[src/rtl/top_pkg.sv]
// Shared definitions for the UART loader shell: RX state encoding,
// default timing parameters and the 7-segment hex font.
package top_pkg;

    localparam int DEFAULT_CLKS_PER_BIT = 434;
    localparam int DEFAULT_SCAN_DIV     = 50000;

    typedef enum logic [1:0] {
        RX_IDLE,
        RX_START,
        RX_DATA,
        RX_STOP
    } rx_state_t;

    // Segment order is {dp,g,f,e,d,c,b,a}, active high, dp always off.
    function automatic logic [7:0] hex_to_seg(input logic [3:0] nibble);
        logic [7:0] seg;
        case (nibble)
            4'h0:    seg = 8'h3F;
            4'h1:    seg = 8'h06;
            4'h2:    seg = 8'h5B;
            4'h3:    seg = 8'h4F;
            4'h4:    seg = 8'h66;
            4'h5:    seg = 8'h6D;
            4'h6:    seg = 8'h7D;
            4'h7:    seg = 8'h07;
            4'h8:    seg = 8'h7F;
            4'h9:    seg = 8'h6F;
            4'hA:    seg = 8'h77;
            4'hB:    seg = 8'h7C;
            4'hC:    seg = 8'h39;
            4'hD:    seg = 8'h5E;
            4'hE:    seg = 8'h79;
            default: seg = 8'h71;
        endcase
        return seg;
    endfunction

endpackage

[src/rtl/uart_rx.sv]
// 8N1 UART receiver with a 2-FF input synchronizer. valid/frame_err are
// single-cycle pulses on the stop-bit sample; data holds the shifted byte.
module uart_rx
    import top_pkg::*;
#(
    parameter int CLKS_PER_BIT = DEFAULT_CLKS_PER_BIT
) (
    input  logic       clk,
    input  logic       reset,
    input  logic       rx,
    output logic [7:0] data,
    output logic       valid,
    output logic       frame_err,
    output logic       busy
);

    localparam int CW = $clog2(CLKS_PER_BIT);
    localparam logic [CW-1:0] FULL_M1 = CW'(CLKS_PER_BIT - 1);
    localparam logic [CW-1:0] HALF_M1 = CW'(CLKS_PER_BIT / 2 - 1);

    logic          rx_meta;
    logic          rx_sync;
    logic          rx_prev;
    rx_state_t     state;
    logic [CW-1:0] cnt;
    logic [2:0]    bit_cnt;
    logic [7:0]    shift;
    logic          stop_tick;

    // The edge-detect cycle counts toward the half-bit wait, so START begins at 1.
    always_ff @(posedge clk) begin
        if (reset) begin
            rx_meta <= 1'b1;
            rx_sync <= 1'b1;
            rx_prev <= 1'b1;
            state   <= RX_IDLE;
            cnt     <= '0;
            bit_cnt <= '0;
            shift   <= '0;
        end else begin
            rx_meta <= rx;
            rx_sync <= rx_meta;
            rx_prev <= rx_sync;
            case (state)
                RX_IDLE: begin
                    if (rx_prev && !rx_sync) begin
                        state <= RX_START;
                        cnt   <= CW'(1);
                    end
                end
                RX_START: begin
                    if (cnt == HALF_M1) begin
                        cnt     <= '0;
                        bit_cnt <= '0;
                        state   <= rx_sync ? RX_IDLE : RX_DATA;
                    end else begin
                        cnt <= cnt + CW'(1);
                    end
                end
                RX_DATA: begin
                    if (cnt == FULL_M1) begin
                        cnt     <= '0;
                        shift   <= {rx_sync, shift[7:1]};
                        bit_cnt <= bit_cnt + 3'd1;
                        if (bit_cnt == 3'd7) begin
                            state <= RX_STOP;
                        end
                    end else begin
                        cnt <= cnt + CW'(1);
                    end
                end
                RX_STOP: begin
                    if (cnt == FULL_M1) begin
                        cnt   <= '0;
                        state <= RX_IDLE;
                    end else begin
                        cnt <= cnt + CW'(1);
                    end
                end
                default: state <= RX_IDLE;
            endcase
        end
    end

    assign stop_tick = (state == RX_STOP) && (cnt == FULL_M1);
    assign valid     = stop_tick && rx_sync;
    assign frame_err = stop_tick && !rx_sync;
    assign data      = shift;
    assign busy      = (state != RX_IDLE);

endmodule

[src/rtl/uart_cpu_top.sv]
// FPGA I/O shell: assembles little-endian instruction words from UART,
// drives status LEDs and two multiplexed 4-digit 7-segment displays.
module uart_cpu_top
    import top_pkg::*;
#(
    parameter int CLKS_PER_BIT = DEFAULT_CLKS_PER_BIT,
    parameter int SCAN_DIV     = DEFAULT_SCAN_DIV
) (
    input  logic        fpga_clk,
    input  logic        reset,
    input  logic        rx,
    input  logic [7:0]  switches1,
    input  logic [7:0]  switches2,
    input  logic        Button_Mid,
    input  logic        Button_Up,
    output logic [7:0]  led1_out,
    output logic [7:0]  led2_out,
    output logic [7:0]  seg1,
    output logic [7:0]  seg2,
    output logic [3:0]  sel1,
    output logic [3:0]  sel2,
    output logic [32:0] UartData,
    output logic        UartOver
);

    localparam int SW = $clog2(SCAN_DIV + 1);
    localparam logic [SW-1:0] SCAN_M1 = SW'(SCAN_DIV - 1);

    logic [7:0]      rx_data;
    logic            rx_valid;
    logic            rx_frame_err;
    logic            rx_busy;

    logic [1:0]      btn_meta, btn_sync, btn_prev;
    logic [7:0]      sw1_meta, sw1_sync, sw2_meta, sw2_sync;
    logic            up_press, mid_press;

    logic [2:0][7:0] lanes;
    logic [31:0]     word;
    logic            strobe;
    logic            over;
    logic [7:0]      count;
    logic [1:0]      byte_idx;
    logic            page;
    logic            err_sticky;

    logic [SW-1:0]   scan_cnt;
    logic [1:0]      digit;
    logic [7:0]      next_seg1, next_seg2;

    uart_rx #(.CLKS_PER_BIT(CLKS_PER_BIT)) u_rx (
        .clk       (fpga_clk),
        .reset     (reset),
        .rx        (rx),
        .data      (rx_data),
        .valid     (rx_valid),
        .frame_err (rx_frame_err),
        .busy      (rx_busy)
    );

    assign up_press  = btn_sync[1] & ~btn_prev[1];
    assign mid_press = btn_sync[0] & ~btn_prev[0];

    always_ff @(posedge fpga_clk) begin
        if (reset) begin
            btn_meta   <= '0;
            btn_sync   <= '0;
            btn_prev   <= '0;
            sw1_meta   <= '0;
            sw1_sync   <= '0;
            sw2_meta   <= '0;
            sw2_sync   <= '0;
            lanes      <= '0;
            word       <= '0;
            strobe     <= 1'b0;
            over       <= 1'b0;
            count      <= '0;
            byte_idx   <= '0;
            page       <= 1'b0;
            err_sticky <= 1'b0;
        end else begin
            btn_meta <= {Button_Up, Button_Mid};
            btn_sync <= btn_meta;
            btn_prev <= btn_sync;
            sw1_meta <= switches1;
            sw1_sync <= sw1_meta;
            sw2_meta <= switches2;
            sw2_sync <= sw2_meta;
            strobe   <= 1'b0;
            // Uses the old value of over, so a same-cycle Button_Up still publishes the word.
            if (rx_valid && !over) begin
                byte_idx <= byte_idx + 2'd1;
                if (byte_idx == 2'd3) begin
                    word   <= {rx_data, lanes[2], lanes[1], lanes[0]};
                    strobe <= 1'b1;
                    if (count != 8'hFF) begin
                        count <= count + 8'd1;
                    end
                end else begin
                    lanes[byte_idx] <= rx_data;
                end
            end
            if (rx_frame_err) begin
                err_sticky <= 1'b1;
            end
            if (up_press) begin
                over <= 1'b1;
            end
            if (mid_press) begin
                page <= ~page;
            end
        end
    end

    always_comb begin
        next_seg1 = hex_to_seg(word[{digit, 2'b00} +: 4]);
        next_seg2 = hex_to_seg(word[{1'b1, digit, 2'b00} +: 4]);
        if (page) begin
            if (digit[1]) begin
                next_seg1 = 8'h00;
                next_seg2 = 8'h00;
            end else begin
                next_seg1 = hex_to_seg(sw1_sync[{digit[0], 2'b00} +: 4]);
                next_seg2 = hex_to_seg(sw2_sync[{digit[0], 2'b00} +: 4]);
            end
        end
    end

    // Segments and selects are registered from the same digit index so they switch together.
    always_ff @(posedge fpga_clk) begin
        if (reset) begin
            scan_cnt <= '0;
            digit    <= '0;
            sel1     <= 4'b0001;
            sel2     <= 4'b0001;
            seg1     <= 8'h3F;
            seg2     <= 8'h3F;
        end else begin
            if (scan_cnt == SCAN_M1) begin
                scan_cnt <= '0;
                digit    <= digit + 2'd1;
            end else begin
                scan_cnt <= scan_cnt + SW'(1);
            end
            sel1 <= 4'b0001 << digit;
            sel2 <= 4'b0001 << digit;
            seg1 <= next_seg1;
            seg2 <= next_seg2;
        end
    end

    assign UartData = {strobe, word};
    assign UartOver = over;
    assign led1_out = count;
    assign led2_out = {over, page, rx_busy, err_sticky, 2'b00, byte_idx};

endmodule

[config.mk]
export PLATFORM = sky130hd
export DESIGN_NAME = uart_cpu_top
export DESIGN_NICKNAME = d
export VERILOG_FILES = /design/src/rtl/top_pkg.sv /design/src/rtl/uart_rx.sv /design/src/rtl/uart_cpu_top.sv
export SDC_FILE = /design/constraint.sdc
export NUM_CORES = 1
export LEC_CHECK = 0
export ABC_AREA = 0
export CAP_MARGIN = 5
export CELL_PAD_IN_SITES_DETAIL_PLACEMENT = 0
export CELL_PAD_IN_SITES_GLOBAL_PLACEMENT = 1
export CORE_AREA = 2 2 161 163
export CTS_CLUSTER_DIAMETER = 200
export DETAILED_ROUTE_END_ITERATION = 8
export DIE_AREA = 0 0 163 165
export PLACE_DENSITY = 0.59
export SLEW_MARGIN = 30
export SYNTH_ARGS = -nofsm -noshare
export SYNTH_HDL_FRONTEND = slang
export SYNTH_SLANG_ARGS = --single-unit
[constraint.sdc]
create_clock -name fpga_clk -period 5.8 [get_ports fpga_clk]
set_input_delay 1.16 -clock fpga_clk [delete_from_list [all_inputs] [get_ports fpga_clk]]
set_output_delay 1.16 -clock fpga_clk [all_outputs]
set_load 0.05 [all_outputs]
==> results of run 1 <==
area by class of cell:
cell class	count	area share
multi-input combinational	599	0.4077
clock buffer	19	0.04845
tap	330	0.04517
timing repair buffer	96	0.1032
clock inverter	13	0.01341
inverter	29	0.01191
sequential	169	0.3701
routing by layer:
layer / track usage / up-vias / part of all wire
li1: - / 2961 / -
met1: 0.1897 / 2688 / 0.50
met2: 0.2174 / 88 / 0.46
met3: 0.03039 / 4 / 0.028
met4: 0.04304 / 0 / 0.0074
met5: 0 / - / 0
power groups by stage:
stage / logic (W) / registers (W) / clock network (W)
after global placement: 0.000152 / 0.00122 / 0
after floorplan: 0.0000977 / 0.00123 / 0
after CTS: 0.000150 / 0.00119 / 0.00112
after detailed placement: 0.000150 / 0.00122 / 0
final: 0.000149 / 0.00119 / 0.00109
after global routing: 0.000165 / 0.00120 / 0.00118
cells by family (layout without fill, tap and decap cells):
family | after synthesis | count (layout)
adder cells (fa/ha/maj) | 43 | 43
AND/OR/NAND/NOR | 349 | 349
XOR/XNOR | 30 | 30
multiplexers | 34 | 34
other | 1 | 4
flip-flops | 169 | 169
buffers and inverters | 81 | 157
AO/OA/AOI/OAI | 139 | 139
worst max-delay path, stage by stage, from the launching register on:
cell	delay, ns
dfxtp_1	0.37
inv_1	0.12
ha_1	0.26
inv_1	0.09
clkdlybuf4s50_1	0.80
through the flow:
step           hold WS, ns  power [W]  instance area, um2    util  worst slack, ns
2_1_floorplan       0.3895   0.001326                7477       -            3.348
3_3_place_gp        0.3921   0.001372                8576  0.3425            2.941
3_5_place_dp        0.3954   0.001370                8576  0.3425            2.922
4_1_cts             0.4117   0.002467                9141  0.3651            2.543
5_1_grt             0.4210   0.002539                9141  0.3651            2.431
6_report            0.4101   0.002429                9141  0.3651            2.571
layout by cell type (no fill, tap or decap), drive strengths merged, types with 3 or more instances in the layout:
cell,count
dfxtp,169
a31oi,15
nor4,5
or3,3
clkinv,7
o21ai,21
clkbuf,19
nand3,23
mux4,10
and2,5
nor2b,40
or2,7
a21oi,80
and4,3
xnor2,19
clkdlybuf4s50,89
conb,4
buf,7
xor2,11
nor3,14
ha,43
nand2,168
inv,30
nor2,57
mux2,7
nand4,4
nand2b,7
o211ai,6
mux2i,17
a221oi,3
clkinvlp,4
how the worst min path moves through the flow:
stage,startpoint,to
2_1_floorplan,u_rx.rx_meta,u_rx.rx_sync
3_3_place_gp,u_rx.rx_meta,u_rx.rx_sync
3_5_place_dp,u_rx.rx_meta,u_rx.rx_sync
6_report,u_rx.rx_meta,u_rx.rx_sync
4_1_cts,u_rx.rx_meta,u_rx.rx_sync
5_1_grt,u_rx.rx_meta,u_rx.rx_sync
flip-flops by register name, indices dropped and copies added (netlist names), 4 cells and up, named ones only:
| name | cells |
|---|---|
| lanes | 24 |
| sw2_meta | 8 |
| u_rx.data | 8 |
| led1_out | 8 |
| scan_cnt | 16 |
| u_rx.cnt | 9 |
| seg1 | 7 |
| word | 32 |
| sw1_meta | 8 |
| sw2_sync | 8 |
| seg2 | 7 |
| sel2 | 4 |
| sw1_sync | 8 |
==> results.md, run 1 <==
- Worst Reg-to-Reg Cells: 8
- Comb power frac: 0.061
- Final GP Congestion: 0.7803
- VDD IR max: 160.6 uV
- Psw: 0.0005861 W
- CTS resizes: 0
- # diodes: 0
- Reg2Reg Launch Point: digit[0]
- Kind of critical path: reg -> out
- Non-Filler Instances: 1255
- Worst-Margin Slew: 0.8530 ns
- Minimum clock period: 3.229 ns
- Most frequent cells after synthesis: 169 x dfxtp_1, 168 x nand2_1, 80 x a21oi_1, 57 x nor2_1, 43 x ha_1
- Prevailing post-synth register cell: dfxtp_1
- Postcts setup bufs: 0
- Clock skew: 0.01983 ns
- Syn avg cell area: 8.825 um2
- Leakage: 3.135 nW
- Critical path data arrival time: 2.07 ns
- Multi-input combinational cell area: 3727 um2
- Die W: 163 um
- TritonRoute pass-1 iters: 5
- Chip Height: 165 um
- Final Hold Fails: 0
- Layout cells sized above 1: 0.07135
- First-pass GRT wire length: 29040 um
- CTS tree: done
- Num CTS Buffers: 17
- Global route total overflow: 0
- Longest Clk Path Bufs: 2
- PortBufs: 90
- Number of vias per cell: 4.575
- Mux contribution to synthesized area: 0.06352
- Reg-to-reg endpoint: seg2[5]
- Synth Instances: 846
- Sink Count: 169
- Setup TNS: 0 ns
- Crit. Startpoint: u_rx.state[0]
- Worst Path Required: 4.64 ns
- Post-Synth Simple-Gate Area: 0.2195
- Worst hold path depth: 1
- Post-Synth Adder-Cell Area: 0.07206
- WL per Instance: 14.29 um
- GRT Overall Usage: 0.1385
- Number of global-route vias before repair: 5476
- Register area: 3383 um2
- Reg clk slew, reported paths: 0.07 ns
- Fin. max-slew vios: 0
- HPWL Detailed: 12760 um
- Yosys reg bits: 169
- Dpl cells: 1223
- Slew HR: 0.4151
- Int Pwr: 0.001843 W
- Startpoint Class: register
- Switching Share: 0.2413
- Synth area leader: dfxtp_1
- Final setup fails: 0
- Htree depth: 4
- Clock Power Share: 0.447
- Synth warn: 0
- Die area: 26900 um2
- Flop2flop setup slack: 3.08 ns
- Worst skew pair latency: 0.43 ns
- Initial drt markers: 231
- Post-DRT Antenna Nets: 0
- Vias: 5741
- Synth Area in XOR/XNOR: 0.03519
- CP endpoint kind: primary output
- Reg power frac: 0.491
- Post-route clock period utilization: 0.5567
- Setup crit end: led2_out[5]
- Fill cell count: 2595
- Hold crit path type: reg -> reg
- Synth Cell Area: 7466 um2
- Area growth syn-to-layout: 22.44%
- Max Cap Violations: 0
- Area contributors post-synth: dfxtp_1 45%, nand2_1 8.4%, ha_1 7.2%, a21oi_1 5.4%, nor2b_1 3.4%
- Crit-path max FO: 6
- Largest family of logic cells by synthesized area: simple AND/OR/NAND/NOR gates
- Area of the core: 25040 um2
- Synth Area in Compound Gates: 0.1061
- Yosys cell types: 54
- Clk root buf: clkbuf_16
- # IOs: 95
- Largest net degree at the start of global routing: 73
- Number of synthesized flops with an enable pin: 0
- Fmax: 309.7 MHz
- Initial Utilization: 0.2982
- Final wirelength: 17930 um
- DR DRC count: 0
- # rows: 58
- Final net count: 976
- Synth async-reset ratio: 0
- Initial antenna violation count: 0
- Yosys top cell area share: 0.4532
- Sequential-to-total area share from yosys stat: 0.4532
- Cell Pwr Density: 265.7 nW/um2
- Count leader, synth: dfxtp_1
- Post-cts hold buffer count: 0
- Status: complete, no violations
- RSZ-0062 raised after global routing: no
(Power assumes the default switching activity.)
==> inputs of run 2 (changes only) <==
--- a/config.mk
+++ b/config.mk
@@ -13,7 +13,7 @@
 export CTS_CLUSTER_DIAMETER = 200
 export DETAILED_ROUTE_END_ITERATION = 8
 export DIE_AREA = 0 0 163 165
-export PLACE_DENSITY = 0.59
+export PLACE_DENSITY = 0.61
 export SLEW_MARGIN = 30
 export SYNTH_ARGS = -nofsm -noshare
 export SYNTH_HDL_FRONTEND = slang
==> constraint.sdc (replaced) <==
create_clock -name fpga_clk -period 2.6 [get_ports fpga_clk]
set_input_delay 0.52 -clock fpga_clk [delete_from_list [all_inputs] [get_ports fpga_clk]]
set_output_delay 0.52 -clock fpga_clk [all_outputs]
set_load 0.05 [all_outputs]
==> run 2 against run 1 <==
Worst hold slack improved by 0.0020 ns. Count of clock-buffer cells in the layout did not move. Power rose by 120%. Sequential share of layout area fell by 0.41 points. First-iteration DRC count rose by 29%. Critical endpoint is now seg2[3].
==> results.md, run 2 (same netlist as run 1, synthesis figures left out) <==
- CTS resizes: 0 (unchanged)
- Worst skew pair latency: 0.43 ns (about the same)
- Switching Share: 0.2472 (was 0.2413)
- PortBufs: 90 (unchanged)
- Largest register by flop count: word (unchanged)
- Leakage: 3.204 nW (was 3.135 nW)
- Critical path data arrival time: 2.64 ns (was 2.07 ns)
- Layout cells sized above 1: 0.08626 (was 0.07135)
- Biggest regs: word (32), lanes (24), scan_cnt (16) (unchanged)
- Sink Count: 169 (unchanged)
- CP endpoint kind: register (was primary output)
- Multi-input combinational cell area: 3727 um2 (unchanged)
- Commonest non-fill, non-tap cell in the layout: dfxtp_1 (unchanged)
- Kind of critical path: reg -> reg (was reg -> out)
- Post-place setup slack: 0.3075 ns (was 2.922 ns)
- Worst-Margin Slew: 0.8079 ns (was 0.8530 ns)
- Met2 GRT Util: 0.2124 (was 0.2174)
- Reg clk slew, reported paths: 0.07 ns (about the same)
- GR Layer Usage met1: 0.1910 (was 0.1897)
- RSZ-0062 raised after global routing: no (unchanged)
- Final setup fails: 0 (unchanged)
- Fill cell count: 2590 (was 2595)
- Vias: 5825 (was 5741)
- Final Hold Fails: 0 (unchanged)
- Status: complete, no violations (unchanged)
- Number of global-route vias before repair: 5432 (was 5476)
- Clk root buf: clkbuf_16 (unchanged)
- Hold crit path type: reg -> reg (unchanged)
- # diodes: 0 (unchanged)
- Commonest cells after routing, fill and taps aside: 169 x dfxtp_1, 168 x nand2_1, 88 x clkdlybuf4s50_1, 80 x a21oi_1, 57 x nor2_1 (was 169 x dfxtp_1, 168 x nand2_1, 89 x clkdlybuf4s50_1, 80 x a21oi_1, 57 x nor2_1)
- Chip Height: 165 um (unchanged)
- VDD IR max: 315.3 uV (was 160.6 uV)
- Initial antenna violation count: 0 (unchanged)
- CTS tree: done (unchanged)
- Flop2flop setup slack: 0.32 ns (was 3.08 ns)
- Longest Clk Path Bufs: 2 (unchanged)
- Global route total overflow: 0 (unchanged)
- Area of the core: 25040 um2 (unchanged)
- Fin. max-slew vios: 0 (unchanged)
- Final wirelength: 17900 um (was 17930 um)
- Slew HR: 0.4573 (was 0.4151)
- Startpoint Class: register (unchanged)
- Post-DRT Antenna Nets: 0 (unchanged)
- Clock skew: 0.01911 ns (was 0.01983 ns)
- Int Pwr: 0.004020 W (was 0.001843 W)
- HPWL Detailed: 12760 um (about the same)
- TritonRoute pass-1 iters: 4 (was 5)
- Max reg flops: 32 (unchanged)
- Post-cts hold buffer count: 0 (unchanged)
- Psw: 0.001320 W (was 0.0005861 W)
- Setup TNS: 0 ns (unchanged)
- Clock Power Share: 0.438 (was 0.447)
- Initial Utilization: 0.2982 (unchanged)
- GR peak layer: met2 (unchanged)
- WL per Instance: 14.10 um (was 14.29 um)
- # rows: 58 (unchanged)
- Post-route clock period utilization: 0.8764
- Die W: 163 um (unchanged)
- Largest net degree at the start of global routing: 69 (was 73)
- Worst Path Required: 2.96 ns (was 4.64 ns)
- First-pass GRT wire length: 29060 um (was 29040 um)
- Reg power frac: 0.498 (was 0.491)
- Comb power frac: 0.064 (was 0.061)
- Register area: 3383 um2 (unchanged)
- Die area: 26900 um2 (unchanged)
- Minimum clock period: 2.279 ns
- Final net count: 990 (was 976)
- DR DRC count: 0 (unchanged)
- Number of vias per cell: 4.590 (was 4.575)
- Area growth syn-to-layout: 23.80% (was 22.44%)
- Max Cap Violations: 0 (unchanged)
- Crit-path max FO: 16 (was 6)
- Postcts setup bufs: 0 (unchanged)
- Num CTS Buffers: 17 (unchanged)
- # IOs: 95 (unchanged)
- Htree depth: 4 (unchanged)
- M3 GR Usage: 0.03014 (was 0.03039)
- Post-route setup slack: 0.3213 ns (was 2.571 ns)
- Final GP Congestion: 0.7956 (was 0.7803)
- Initial drt markers: 298 (was 231)
- Fmax: 438.9 MHz
- GRT Overall Usage: 0.1377 (was 0.1385)
- Cell Pwr Density: 577.8 nW/um2 (was 265.7 nW/um2)
==> run 2: cell count changes in the layout (fill, tap and decap cells not counted), sizes merged <==
| cell | before | now |
|---|---|---|
| buf | 7 | 22 |
| bufinv | 1 | 0 |
| clkdlybuf4s50 | 89 | 88 |
| clkinv | 7 | 5 |
| inv | 30 | 33 |
==> run 2: power groups by stage <==
stage          clock network [W]  registers (W)  logic [W]
2_1_floorplan                  0        0.00274   0.000218
3_3_place_gp                   0        0.00272   0.000350
3_5_place_dp                   0        0.00272   0.000347
4_1_cts                  0.00243        0.00266   0.000349
5_1_grt                  0.00253        0.00266   0.000383
6_report                 0.00234        0.00266   0.000344
==> run 2: cell type report <==
type / instances / share of cell area
Inverter: 29 / 0.01178
Tap cell: 330 / 0.04467
Timing Repair Buffer: 110 / 0.1159
Sequential cell: 169 / 0.3660
Clock inverter: 13 / 0.01042
Multi-Input combinational cell: 599 / 0.4033
Clock buffer: 19 / 0.04792
==> run 2: stage by stage <==
| stage | power [W] | hold slack [ns] | utilization | std cells | area, um2 |
|---|---|---|---|---|---|
| 2_1_floorplan | 0.002958 | 0.3895 | - | 849 | 7477 |
| 3_3_place_gp | 0.003067 | 0.3965 | 0.3476 | 1237 | 8703 |
| 3_5_place_dp | 0.003064 | 0.3988 | 0.3476 | 1237 | 8703 |
| 4_1_cts | 0.005433 | 0.4155 | 0.3692 | 1269 | 9243 |
| 5_1_grt | 0.005579 | 0.4307 | 0.3692 | 1269 | 9243 |
| 6_report | 0.005341 | 0.4121 | 0.3692 | 1269 | 9243 |
==> run 2: worst paths after layout <==
check | cells past startpoint | to | from
worst min register to register | 1 | u_rx.rx_sync | u_rx.rx_meta
worst max-delay path | 8 | seg2[3] | digit[0]
worst max register to register | 8 | seg2[3] | digit[0]
worst min-delay path | 1 | u_rx.rx_sync | u_rx.rx_meta
==> run 2: per-layer routing <==
metal | up-vias | share of wire
met5 | - | 0
li1 | 2998 | -
met1 | 2719 | 0.49
met3 | 4 | 0.047
met2 | 104 | 0.45
met4 | 0 | 0.0058
==> run 2: critical path: stages (launching register included) <==
cell and delay, ns:
dfxtp_1 0.46, buf_12 0.21, mux2i_1 0.46, inv_1 0.16, ha_1 0.25, mux4_2 0.45
nor2_1 0.10, a31oi_1 0.05, nand2_1 0.07
==> patch, RTL diff (flow settings as in run 2) <==
Change the package constant `DEFAULT_SCAN_DIV` from 50000 to 200000.
--- a/src/rtl/top_pkg.sv
+++ b/src/rtl/top_pkg.sv
@@ -3,7 +3,7 @@
 package top_pkg;
 
     localparam int DEFAULT_CLKS_PER_BIT = 434;
-    localparam int DEFAULT_SCAN_DIV     = 50000;
+    localparam int DEFAULT_SCAN_DIV     = 200000;
 
     typedef enum logic [1:0] {
         RX_IDLE,
Behaviour: same outputs for any inputs over 4 cycles, from zero or initial values and one cycle with reset high; that may be too few to reach the edited logic, so the function may still have changed.
==> patch against run 2 <==
- wire length up 9.8%
- non-clock buffer count up 3
- total power up 5.8%
- fmax down 0.59%
- area after synthesis up 4.7%
- design area up 3.8%
- worst setup slack worse by 0.014 ns
- sequential share of layout area down 0.93 points
- sequential cell count up 2
- combinational power up 13%
- highest routed layer unchanged
==> patch: results (changes against run 2) <==
via-per-instance ratio=4.835 (+5.3%); vias in the first global route=5775 (+6.3%); worst path arrival time=2.66 ns (+0.02 ns); met2 WL post-DR=8294 um (+2.4%); met2 capacity usage during global routing=21.09% (-0.15 points); # clk buffers=20 (+1); final WL=19650 um (+9.8%); Worst Setup SP=digit[0]$_SDFFE_PP0N_; Area after DPL=9009 sq um (+3.5%); share of cells above drive strength 1=9.499% (+0.87 points); Synth Area in Adders=6.883% (-0.32 points); post-synthesis mux area share=7.396% (+1.0 points); DRT Pass-1 Iters=5 (+1); Non-Clock Buffer Area Fraction=11.32% (-0.27 points); register area=3423 sq um (+1.2%); later-pin clock latency in the skew report=0.43 ns (about the same); Final GP Congestion=0.8076 (+1.5%); Crit path largest cell delay=0.47 ns; Overall Global Routing Usage=14.74% (+0.97 points); Seq cells=171 (+1.2%); inverter count=27 (-6.9%); Yosys cell types=68 (+26%); outcome=finished, final reports clean; TritonCTS buffer count=17 (unchanged); CP Capture Point=seg1[3]$_SDFF_PP1_; Static Leak=3.394 nW (+5.9%); Final clock-cell share=6.102% (+0.27 points); Layout Skew=0.01151 ns (-0.007602 ns); Compound-Gate Fraction of Synth Area=12.31% (+1.7 points); r2r setup slk=0.31 ns; buffer count excluding the clock tree in the final layout=113 (+2.7%); Worst path slowest cell=mux2i_1; top post-synthesis cells by area=dfxtp_1 (44%), ha_1 (6.9%), nand2_1 (6.3%); # fillers=2549 (-1.6%); Max IR drop VDD=0.3025 mV (-4.1%); P_sw=1.378 mW (+4.4%); DP Worst Slack=0.3390 ns (+0.03150 ns); synth cell count leaders=dfxtp_1 (171), nand2_1 (132), a21oi_1 (83), nand3_1 (51), nor2_1 (49); area occupied by multi-input gates=3988 sq um (+7.0%); Top Registers=word x32, lanes x24, scan_cnt x18; Post-Synth XOR/XNOR Area=2.913% (-0.61 points); Syn Area/Cell=8.995 sq um (+1.9%); initial DRC count=254 (-15%); GRT met1 Usage=21.80% (+2.7 points); Reg2Reg Depth=7 (-1); M1 wire length=10300 um (+16%); GR Util met3=3.265% (+0.25 points); sequential portion of the cell area=35.67% (-0.93 points); DP Cell Count=1256 (+1.5%); Final period util=88.17% (+0.52 points); met3 wire len=732 um (-14%); CTS Hold Bufs=0 (unchanged)
[patch: changes by cell type after synthesis, sizes merged, moves of 4 or more]
cell / run 2 / this run
nand2: 168 / 132
nand3: 23 / 51
buf: 24 / 34
and3: 2 / 10
mux2i: 17 / 25
nor2: 57 / 50
xnor2: 19 / 12
a211oi: 1 / 6
a21oi: 80 / 84
a31oi: 15 / 11
nand4: 4 / 8
o22ai: 1 / 5
o31ai: 0 / 4
[patch: power by group through the flow]
stage / registers (mW) / clock network (mW) / logic [mW]
floorplan: 2.77 / 0 / 0.251
global placement: 2.75 / 0 / 0.394
detailed placement: 2.75 / 0 / 0.393
CTS: 2.69 / 2.63 / 0.395
global route: 2.70 / 2.75 / 0.429
finish: 2.69 / 2.57 / 0.390
[patch: what timing repair did]
action / in CTS / in global routing
endpoints found under the setup margin: 0 / 1
hold endpoints to repair: 0 / 0
resized for setup: 0 / 1
